[src/rtl/dragon_head_ctrl_pkg.sv]
// Shared codes for the dragon head controller: state pulses, orientations,
// orien_pos field offsets, maximum body length and the GROW/RUN FSM encoding.
package dragon_pkg;

    typedef enum logic [1:0] {
        ST_MOVE = 2'b00,
        ST_HEAL = 2'b01,
        ST_HIT  = 2'b10,
        ST_IDLE = 2'b11
    } state_code_t;

    typedef enum logic [1:0] {
        OR_UP    = 2'b00,
        OR_RIGHT = 2'b01,
        OR_DOWN  = 2'b10,
        OR_LEFT  = 2'b11
    } orient_t;

    typedef enum logic {
        FSM_GROW = 1'b0,
        FSM_RUN  = 1'b1
    } fsm_t;

    localparam int unsigned ORIENT_MSB = 9;
    localparam int unsigned Y_LSB      = 4;
    localparam int unsigned X_LSB      = 0;

    localparam logic [2:0] MAX_LEN = 3'd7;

    // One tile toward the target; only called when cur differs from tgt.
    function automatic logic [3:0] step_toward(input logic [3:0] cur, input logic [3:0] tgt);
        return (cur < tgt) ? cur + 4'd1 : cur - 4'd1;
    endfunction

endpackage

[src/rtl/dragon_head_ctrl_if.sv]
// Game-side bus of the dragon head controller: run/target/hit requests in,
// head word, frame counter, state pulses and body length out.
interface dragon_head_ctrl_if;

    logic       enable_i;
    logic [3:0] target_x_i;
    logic [3:0] target_y_i;
    logic       hit_i;
    logic [9:0] orien_pos_o;
    logic [5:0] move_cnt_o;
    logic [1:0] states_o;
    logic [2:0] length_o;

    // Game logic / player side.
    modport master (
        output enable_i, target_x_i, target_y_i, hit_i,
        input  orien_pos_o, move_cnt_o, states_o, length_o
    );

    // Dragon head controller side.
    modport slave (
        input  enable_i, target_x_i, target_y_i, hit_i,
        output orien_pos_o, move_cnt_o, states_o, length_o
    );

endinterface

[src/rtl/dragon_head_ctrl_vsync_tick_sync.sv]
// Brings raw VGA vsync into the clk domain and emits a one-clk frame tick
// on its rising edge.
module vsync_tick_sync (
    input  logic clk,
    input  logic reset,
    input  logic vsync_i,
    output logic tick_o
);

    logic sync1_q;
    logic sync2_q;
    logic prev_q;

    // Two-flop synchroniser followed by a delay flop for edge detection.
    always_ff @(posedge clk or posedge reset) begin
        if (reset) begin
            sync1_q <= 1'b0;
            sync2_q <= 1'b0;
            prev_q  <= 1'b0;
        end else begin
            sync1_q <= vsync_i;
            sync2_q <= sync1_q;
            prev_q  <= sync2_q;
        end
    end

    assign tick_o = sync2_q & ~prev_q;

endmodule

[src/rtl/dragon_head_ctrl.sv]
// Dragon head controller: steps the head toward the target once per move
// period, grows the body to INIT_LEN after reset, heals periodically and
// shrinks on hits.
// Optional macro DRAGON_HIT_STUN_EN: an accepted hit suppresses the next step.
module dragon_head_ctrl
    import dragon_pkg::*;
#(
    parameter int unsigned MOVE_PERIOD = 20,
    parameter int unsigned HEAL_STEPS  = 16,
    parameter int unsigned INIT_LEN    = 3,
    parameter int unsigned START_X     = 0,
    parameter int unsigned START_Y     = 0
) (
    input  logic              clk,
    input  logic              reset,
    input  logic              vsync_i,
    dragon_head_ctrl_if.slave bus
);

    localparam logic [5:0] CNT_LAST  = 6'(MOVE_PERIOD - 1);
    localparam logic [7:0] HEAL_LAST = 8'(HEAL_STEPS - 1);
    localparam logic [2:0] LEN_INIT  = 3'(INIT_LEN);

    logic        tick;
    orient_t     orient_q;
    logic [3:0]  x_q;
    logic [3:0]  y_q;
    logic [5:0]  cnt_q;
    state_code_t st_q;
    logic [2:0]  len_q;
    fsm_t        fsm_q;
    logic [7:0]  step_cnt_q;
    logic        heal_pend_q;
    logic        wrap;
    logic        step_evt;
    logic        step_go;
    logic        hit_ok;

    vsync_tick_sync u_sync (
        .clk     (clk),
        .reset   (reset),
        .vsync_i (vsync_i),
        .tick_o  (tick)
    );

    assign wrap     = tick && (cnt_q == CNT_LAST);
    assign step_evt = wrap && (fsm_q == FSM_RUN) && bus.enable_i;
    assign hit_ok   = bus.hit_i && bus.enable_i && (fsm_q == FSM_RUN) && (len_q != 3'd0);

`ifdef DRAGON_HIT_STUN_EN
    logic stun_q;
    assign step_go = step_evt && !stun_q;

    // Stun flag: armed by an accepted hit, consumed by the next step event.
    always_ff @(posedge clk or posedge reset) begin
        if (reset) begin
            stun_q <= 1'b0;
        end else if (hit_ok) begin
            stun_q <= 1'b1;
        end else if (step_evt) begin
            stun_q <= 1'b0;
        end
    end
`else
    assign step_go = step_evt;
`endif

    // Frame counter, GROW/RUN FSM, head position and registered state pulses.
    always_ff @(posedge clk or posedge reset) begin
        if (reset) begin
            orient_q    <= OR_UP;
            x_q         <= 4'(START_X);
            y_q         <= 4'(START_Y);
            cnt_q       <= '0;
            st_q        <= ST_IDLE;
            len_q       <= '0;
            fsm_q       <= FSM_GROW;
            step_cnt_q  <= '0;
            heal_pend_q <= 1'b0;
        end else begin
            if (tick) begin
                cnt_q <= wrap ? '0 : cnt_q + 6'd1;
            end
            case (fsm_q)
                FSM_GROW: begin
                    if (len_q == LEN_INIT) begin
                        fsm_q <= FSM_RUN;
                        st_q  <= ST_IDLE;
                    end else if (st_q == ST_HEAL) begin
                        st_q <= ST_IDLE;
                    end else begin
                        st_q  <= ST_HEAL;
                        len_q <= len_q + 3'd1;
                    end
                end
                default: begin
                    if (step_go) begin
                        if (x_q != bus.target_x_i) begin
                            x_q      <= step_toward(x_q, bus.target_x_i);
                            orient_q <= (bus.target_x_i > x_q) ? OR_RIGHT : OR_LEFT;
                        end else if (y_q != bus.target_y_i) begin
                            y_q      <= step_toward(y_q, bus.target_y_i);
                            orient_q <= (bus.target_y_i > y_q) ? OR_DOWN : OR_UP;
                        end
                        if (step_cnt_q == HEAL_LAST) begin
                            step_cnt_q  <= '0;
                            heal_pend_q <= 1'b1;
                        end else begin
                            step_cnt_q <= step_cnt_q + 8'd1;
                        end
                    end
                    // HIT > MOVE > HEAL; a heal that loses stays pending.
                    if (hit_ok) begin
                        st_q  <= ST_HIT;
                        len_q <= len_q - 3'd1;
                    end else if (step_go) begin
                        st_q <= ST_MOVE;
                    end else if (heal_pend_q) begin
                        heal_pend_q <= 1'b0;
                        if (len_q != MAX_LEN) begin
                            st_q  <= ST_HEAL;
                            len_q <= len_q + 3'd1;
                        end else begin
                            st_q <= ST_IDLE;
                        end
                    end else begin
                        st_q <= ST_IDLE;
                    end
                end
            endcase
        end
    end

    assign bus.orien_pos_o = {orient_q, y_q, x_q};
    assign bus.move_cnt_o  = cnt_q;
    assign bus.states_o    = st_q;
    assign bus.length_o    = len_q;

endmodule

[src/flat_wrapper.sv]
// flat-port wrapper written by rule: the top's interface ports become plain ports
module dragon_head_ctrl_flat import dragon_pkg::*;
#(
    parameter int unsigned MOVE_PERIOD = 20,
    parameter int unsigned HEAL_STEPS  = 16,
    parameter int unsigned INIT_LEN    = 3,
    parameter int unsigned START_X     = 0,
    parameter int unsigned START_Y     = 0
)
  (clk, reset, vsync_i, bus_enable_i, bus_target_x_i, bus_target_y_i, bus_hit_i, bus_orien_pos_o, bus_move_cnt_o, bus_states_o, bus_length_o);
  dragon_head_ctrl_if bus_i ();
  input  logic clk;
  input  logic reset;
  input  logic vsync_i;
  input wire logic [$bits(bus_i.enable_i)-1:0] bus_enable_i;
  input wire logic [$bits(bus_i.target_x_i)-1:0] bus_target_x_i;
  input wire logic [$bits(bus_i.target_y_i)-1:0] bus_target_y_i;
  input wire logic [$bits(bus_i.hit_i)-1:0] bus_hit_i;
  output wire logic [$bits(bus_i.orien_pos_o)-1:0] bus_orien_pos_o;
  output wire logic [$bits(bus_i.move_cnt_o)-1:0] bus_move_cnt_o;
  output wire logic [$bits(bus_i.states_o)-1:0] bus_states_o;
  output wire logic [$bits(bus_i.length_o)-1:0] bus_length_o;
  assign bus_i.enable_i = bus_enable_i;
  assign bus_i.target_x_i = bus_target_x_i;
  assign bus_i.target_y_i = bus_target_y_i;
  assign bus_i.hit_i = bus_hit_i;
  assign bus_orien_pos_o = bus_i.orien_pos_o;
  assign bus_move_cnt_o = bus_i.move_cnt_o;
  assign bus_states_o = bus_i.states_o;
  assign bus_length_o = bus_i.length_o;
  dragon_head_ctrl #(.MOVE_PERIOD(MOVE_PERIOD), .HEAL_STEPS(HEAL_STEPS), .INIT_LEN(INIT_LEN), .START_X(START_X), .START_Y(START_Y)) u_core (.clk(clk), .reset(reset), .vsync_i(vsync_i), .bus(bus_i));
endmodule
[config.mk]
export PLATFORM = sky130hd
export DESIGN_NAME = dragon_head_ctrl_flat
export DESIGN_NICKNAME = d
export VERILOG_FILES = /design/src/rtl/dragon_head_ctrl_pkg.sv /design/src/rtl/dragon_head_ctrl_if.sv /design/src/rtl/dragon_head_ctrl_vsync_tick_sync.sv /design/src/rtl/dragon_head_ctrl.sv /design/src/flat_wrapper.sv
export SDC_FILE = /design/constraint.sdc
export NUM_CORES = 1
export LEC_CHECK = 0
export CAP_MARGIN = 10
export CORE_MARGIN = 10
export CORE_UTILIZATION = 50
export CTS_CLUSTER_DIAMETER = 60
export DETAILED_ROUTE_END_ITERATION = 16
export PLACE_DENSITY = 0.76
export SETUP_SLACK_MARGIN = 0.02
export SLEW_MARGIN = 40
export SYNTH_ARGS = -nofsm -noshare
export SYNTH_HDL_FRONTEND = slang
export SYNTH_HIERARCHICAL = 1
export SYNTH_SLANG_ARGS = --single-unit
[constraint.sdc]
create_clock -name clk -period 4 [get_ports clk]
set_input_delay 0.8 -clock clk [delete_from_list [all_inputs] [get_ports clk]]
set_output_delay 0.8 -clock clk [all_outputs]
set_load 0.005 [all_outputs]
# Word-level counts from Yosys, hierarchy flattened
# Cells that the tools add are included.
# W data, S select, Z words.
# totals
ff_bits,34
in_bits,13
output_inout_bits,21
word_cells,81
# classes
n_addsub,8
order_cmp,4
eq_ne,12
muxes,29
bitwise_logic,3
reduce_logical,13
# ops
operator,count
$mux W2,11
$mux W3,7
$ne A3 B3 Y1 const B,4
$add A4 B1 Y4 const B,2
$add A8 B1 Y8 const B,1
$eq A8 B4 Y1 const B,1
$gt A4 B4 Y1,2
$lt A4 B4 Y1,2
$mux W4,2
$mux W8,1
$ne A4 B4 Y1,2
$sub A4 B1 Y4 const B,2
$mux W1,7
$add A6 B1 Y6 const B,1
$eq A6 B5 Y1 const B,1
$logic_and A1 B1 Y1,6
$mux W6,1
$reduce_and A3 Y1,2
$reduce_and A5 Y1,1
$ne A2 B1 Y1 const B,2
$reduce_and A4 Y1,1
$add A3 B1 Y3 const B,1
$eq A3 B2 Y1 const B,1
$reduce_bool A3 Y1,1
6 further kinds,7

# Longest topological paths before layout
# logic_depth
word_depth,9
ltp_mapped,11

# Hierarchy
# Netlist, hierarchy kept.
# modules_own_cells
mod,n_inst,cells_per_inst,area_each_um2,seq_area_each_um2
dragon_head_ctrl,1,175,1854.3,778.2
vsync_tick_sync,1,5,92.6,75.1

# Least setup slack after synthesis
# No wires, ideal clock.
# synth_timing
kind,input to register
from,in bus_target_y_i[3]
to,reg u_core.y_q[3]
setup_ns,0.123
t_arrival_ns,2.501
path_slack_ns,1.376
stages,9
n_path_buf,0
cell_sequence,ha_1 > and4_1 > a21o_2 > ha_1 > a21o_1 > a21oi_1 > xnor2_1 > nand2_2 > xnor2_1
# synth_via
elab_chain_len,2
elab_cells_between_ends,4
classes_between,order compare (1); eq/ne (1); mux (1); reduce/logical (1)
# synth_rtl
element,line,text
"start, declared",flat_wrapper.sv:17,input wire logic [$bits(bus_i.target_y_i)-1:0] bus_target_y_i;
$lt A4 B4 Y1 / $ne A4 B4 Y1 (equally long branches),"dragon_head_ctrl_pkg.sv:32, dragon_head_ctrl.sv:101",
$mux W4 / $reduce_and A4 Y1 (equally long branches),--,
"end signal, assigned",dragon_head_ctrl.sv:73,y_q <= 4'(START_Y);
"end signal, assigned",dragon_head_ctrl.sv:102,"y_q <= step_toward(y_q, bus.target_y_i);"
"end, declared",dragon_head_ctrl.sv:27,logic [3:0] y_q;
# Several ways; a longest one is shown, not always the timed one.
# A chain may end at the register's enable or synchronous reset.

# Final worst setup path
# Same ends and word-level chain as after synthesis.

==> results.py <==
metrics = {
    "placed_design": {
        "io_buffers": 33,
        "dp_hpwl_mm": 3.201,
        "dp_cells": 259,
        "gp_congestion": 0.7702,
    },
    "logic_synthesis": {
        "synthAdderAreaFrac_pct": 12.60,
        "synth_simple_gate_area_share_pct": 17.93,
        "syn-cell-area_mm2": 0.001947,
        "yosysTopAreaCell": "dfrtp_1",
        "syn_inst": 180,
        "ys_types": 48,
        "post_synth_main_area_contributors": "dfrtp_1, ha_1, xnor2_1, inv_1, dfstp_2",
        "syn_avg_cell_area_um2": 10.82,
        "synth_warnings": 6,
        "ys_ff_latch": 34,
        "yosysSeqAreaShare_pct": 43.83,
        "synth_top_area_share_pct": 41.13,
        "async_flop_share_pct": 100.0,
        "synth_edf_count": 0,
        "synth_top_family_by_area": "simple AND/OR/NAND/NOR gates",
        "synth-compound-area-share_pct": 10.28,
        "synth_ff_type": "dfrtp_1",
        "syn_nets": 212,
        "synth_xor_area_share_pct": 8.548,
        "synth.area.mux_share_pct": 2.442,
    },
    "floorplanning": {
        "die_w_um": 82.40,
        "initial_core_util_pct": 52.39,
        "core_area_mm2": 0.003716,
        "io_pins": 34,
        "dieArea_mm2": 0.006790,
        "dieHeight_um": 82.40,
        "rows": 22,
    },
    "route": {
        "drt-pass1-iter-count": 4,
        "wl_per_cell_um": 15.49,
        "wirelength_mm": 4.137,
        "ant_nets": 0,
        "drtIter0Drc": 74,
        "num_vias": 1422,
        "drc": 0,
        "viasPerCell": 5.326,
    },
    "setup_path": {
        "critPathMaxFanout": 5,
        "critical_path.startpoint": "bus_target_y_i[3]",
        "cp_slowest_cell": "clkdlybuf4s50_1",
        "worstPathArrival_ps": 3070,
        "crit_type": "input port to flip-flop",
        "path_cells": "clkdlybuf4s50_1 -> ha_1 -> and4_1 -> a21o_2 -> ha_1 -> a21o_1 -> a21oi_1 -> xnor2_1 -> nand2_2 -> xnor2_1",
        "critPathRequiredTime_ps": 4170,
        "crit_path_end_kind": "flip-flop",
        "max_stage_delay_ps": 410,
        "startpoint_type": "input port",
        "rr_startpoint": "u_core/y_q[1]",
    },
    "cts": {
        "holdBufCountCts": 0,
        "h-tree-depth": 2,
        "cts_made_buffers": 5,
        "cts_resized": 0,
        "cts-root-buf": "clkbuf_8",
        "cts_setup_buffers": 0,
        "clk_path_buf_depth": 2,
        "clock_sinks": 34,
        "clk_pin_slew_ps": 70,
        "clk_latency_ps": 280,
        "cts_tree": "built",
    },
    "hold_path": {
        "hold_start": "u_core/u_sync/sync1_q",
        "hold_class": "flip-flop to flip-flop",
    },
    "timing": {
        "fmax_mhz": 344.2,
        "tightest_slew_ps": 630.1,
        "final-hold-violation-count": 0,
        "min_period_ps": 2905,
        "drv_slew": 0,
        "setup_viol": 0,
        "period_share_pct": 72.64,
        "slew_headroom_pct": 57.93,
        "setup_tns_ps": 0,
        "fin_worst_skew_ps": 9.443,
        "rsz0062_at_grt": "false",
    },
    "finish": {
        "drive_gt1_share_pct": 13.70,
        "num-nets-final": 250,
        "multiInputGateArea_mm2": 0.001008,
        "final_cells": 267,
        "syn2layout_area_growth_pct": 23.65,
        "diodes": 0,
        "num-fill-cells": 319,
        "final-seq-area_um2": 853.3,
    },
    "power": {
        "power_density_mw_per_mm2": 403.4,
        "power.leakage_nw": 1.143,
        "p_total_w": 0.0009712,
        "ir_drop_mv": 0.2456,
    },
    "global_routing": {
        "track_usage_pct": 13.47,
        "grt_pass1_wl_mm": 7.127,
        "grt_max_degree": 31,
        "antenna_found_initial": 0,
        "grt_pass1_vias": 1561,
        "grt_overflow": 0,
    },
    "run_status": {
        "outcome": "complete, no violations",
    },
    "run": {
        "maxCapViolCount": 0,
    },
}
-- layout make-up --
class / count / share of cell area, %
clock buffer: 7 / 3.586
clock inverter: 1 / 0.2079
inverter: 15 / 2.339
multi-input combinational: 128 / 41.89
sequential: 34 / 35.45
tap: 48 / 2.495
timing repair buffer: 34 / 14.03
-- cells in the mapped netlist (all sizes together), types with 2 or more instances --
cell,instances
a21o,5
a21oi,7
a31oi,2
and3,2
and4,2
buf,2
dfrtp,32
dfstp,2
ha,18
inv,15
mux2,3
nand2,15
nand3,3
nand4,7
nor2,14
nor2b,5
nor3,3
nor3b,2
o21ai,8
xnor2,13
xor2,6
-- critical path: cells and delay by family --
| kind | cells | cell delay, ps |
|---|---|---|
| buffers and inverters | 1 | 410 |
| AOI/OAI and AO/OA | 3 | 600 |
| and+or+nand+nor | 2 | 350 |
| adders and majority gates | 2 | 620 |
| xor gates and xnor gates | 2 | 300 |
-- kinds of logic (layout without fill, tap and decap cells) --
kind of cell / Yosys count / count (layout)
XOR/XNOR: 19 / 19
buffers and inverters: 18 / 57
adder cells (fa/ha/maj): 19 / 19
AO/OA/AOI/OAI: 28 / 28
flip-flops: 34 / 34
multiplexers: 4 / 4
AND/OR/NAND/NOR: 58 / 58
-- metrics by stage --
stage | cell area (um2) | setup WS [ps] | utilization [%] | hold WS (ps)
after floorplan | 1947 | 1376 | - | 331.2
after global placement | 2316 | 892.7 | 62.32 | 333.8
after detailed placement | 2316 | 803.2 | 62.32 | 345.0
after CTS | 2407 | 1101 | 64.78 | 360.6
after global routing | 2407 | 1009 | 64.78 | 366.1
final | 2407 | 1095 | 64.78 | 355.5
-- layer usage --
layer | global-route usage [%] | share of wire (%)
met2 | 23.48 | 52
met5 | 0 | 0
met4 | 4.252 | 1.1
met1 | 14.55 | 39
met3 | 5.508 | 7.8
-- layout by cell type (no fill, tap or decap), types with 3 or more instances in the layout --
| cell type | netlist | routed |
|---|---|---|
| a21o_1 | 3 | 3 |
| a21oi_1 | 6 | 6 |
| clkbuf_8 | 1 | 6 |
| clkdlybuf4s50_1 | 0 | 33 |
| dfrtp_1 | 32 | 32 |
| ha_1 | 18 | 18 |
| inv_1 | 15 | 14 |
| nand2_1 | 12 | 12 |
| nand4_1 | 7 | 7 |
| nor2_1 | 13 | 13 |
| nor2b_1 | 4 | 4 |
| o21ai_0 | 7 | 7 |
| xnor2_1 | 13 | 13 |
| xor2_1 | 6 | 6 |
-- flip-flops by register name, indices dropped and copies added, names as in the netlist --
register               flops
u_core/step_cnt_q          8
u_core/bus.move_cnt_o      6
u_core/x_q                 4
u_core/y_q                 4
u_core/bus.length_o        3
u_core/bus.states_o        2
u_core/orient_q            2
u_core/fsm_q               1
u_core/heal_pend_q         1
u_core/u_sync/prev_q       1
u_core/u_sync/sync1_q      1
u_core/u_sync/sync2_q      1
-- power by group --
part | internal (W) | switching [W] | total (W)
Combinational | 0.000159 | 0.000113 | 0.000272
Sequential | 0.000386 | 0.0000515 | 0.000438
Clock | 0.000139 | 0.000123 | 0.000262
Total | 0.000684 | 0.000287 | 0.000971
-- path summary, 6_finish.rpt --
check                                              end  slack [ps]  depth (start not counted)
worst max-delay path                     u_core/y_q[3]        1090                         10
worst min-delay path             u_core/u_sync/sync2_q         360                          0
worst max register to register           u_core/y_q[3]        1590                         11
worst min register to register   u_core/u_sync/sync2_q         360                          0
max in group asynchronous       u_core/bus.states_o[0]        2470                          3
min in group asynchronous         u_core/u_sync/prev_q         740                          2
(Power assumes the default switching activity.)
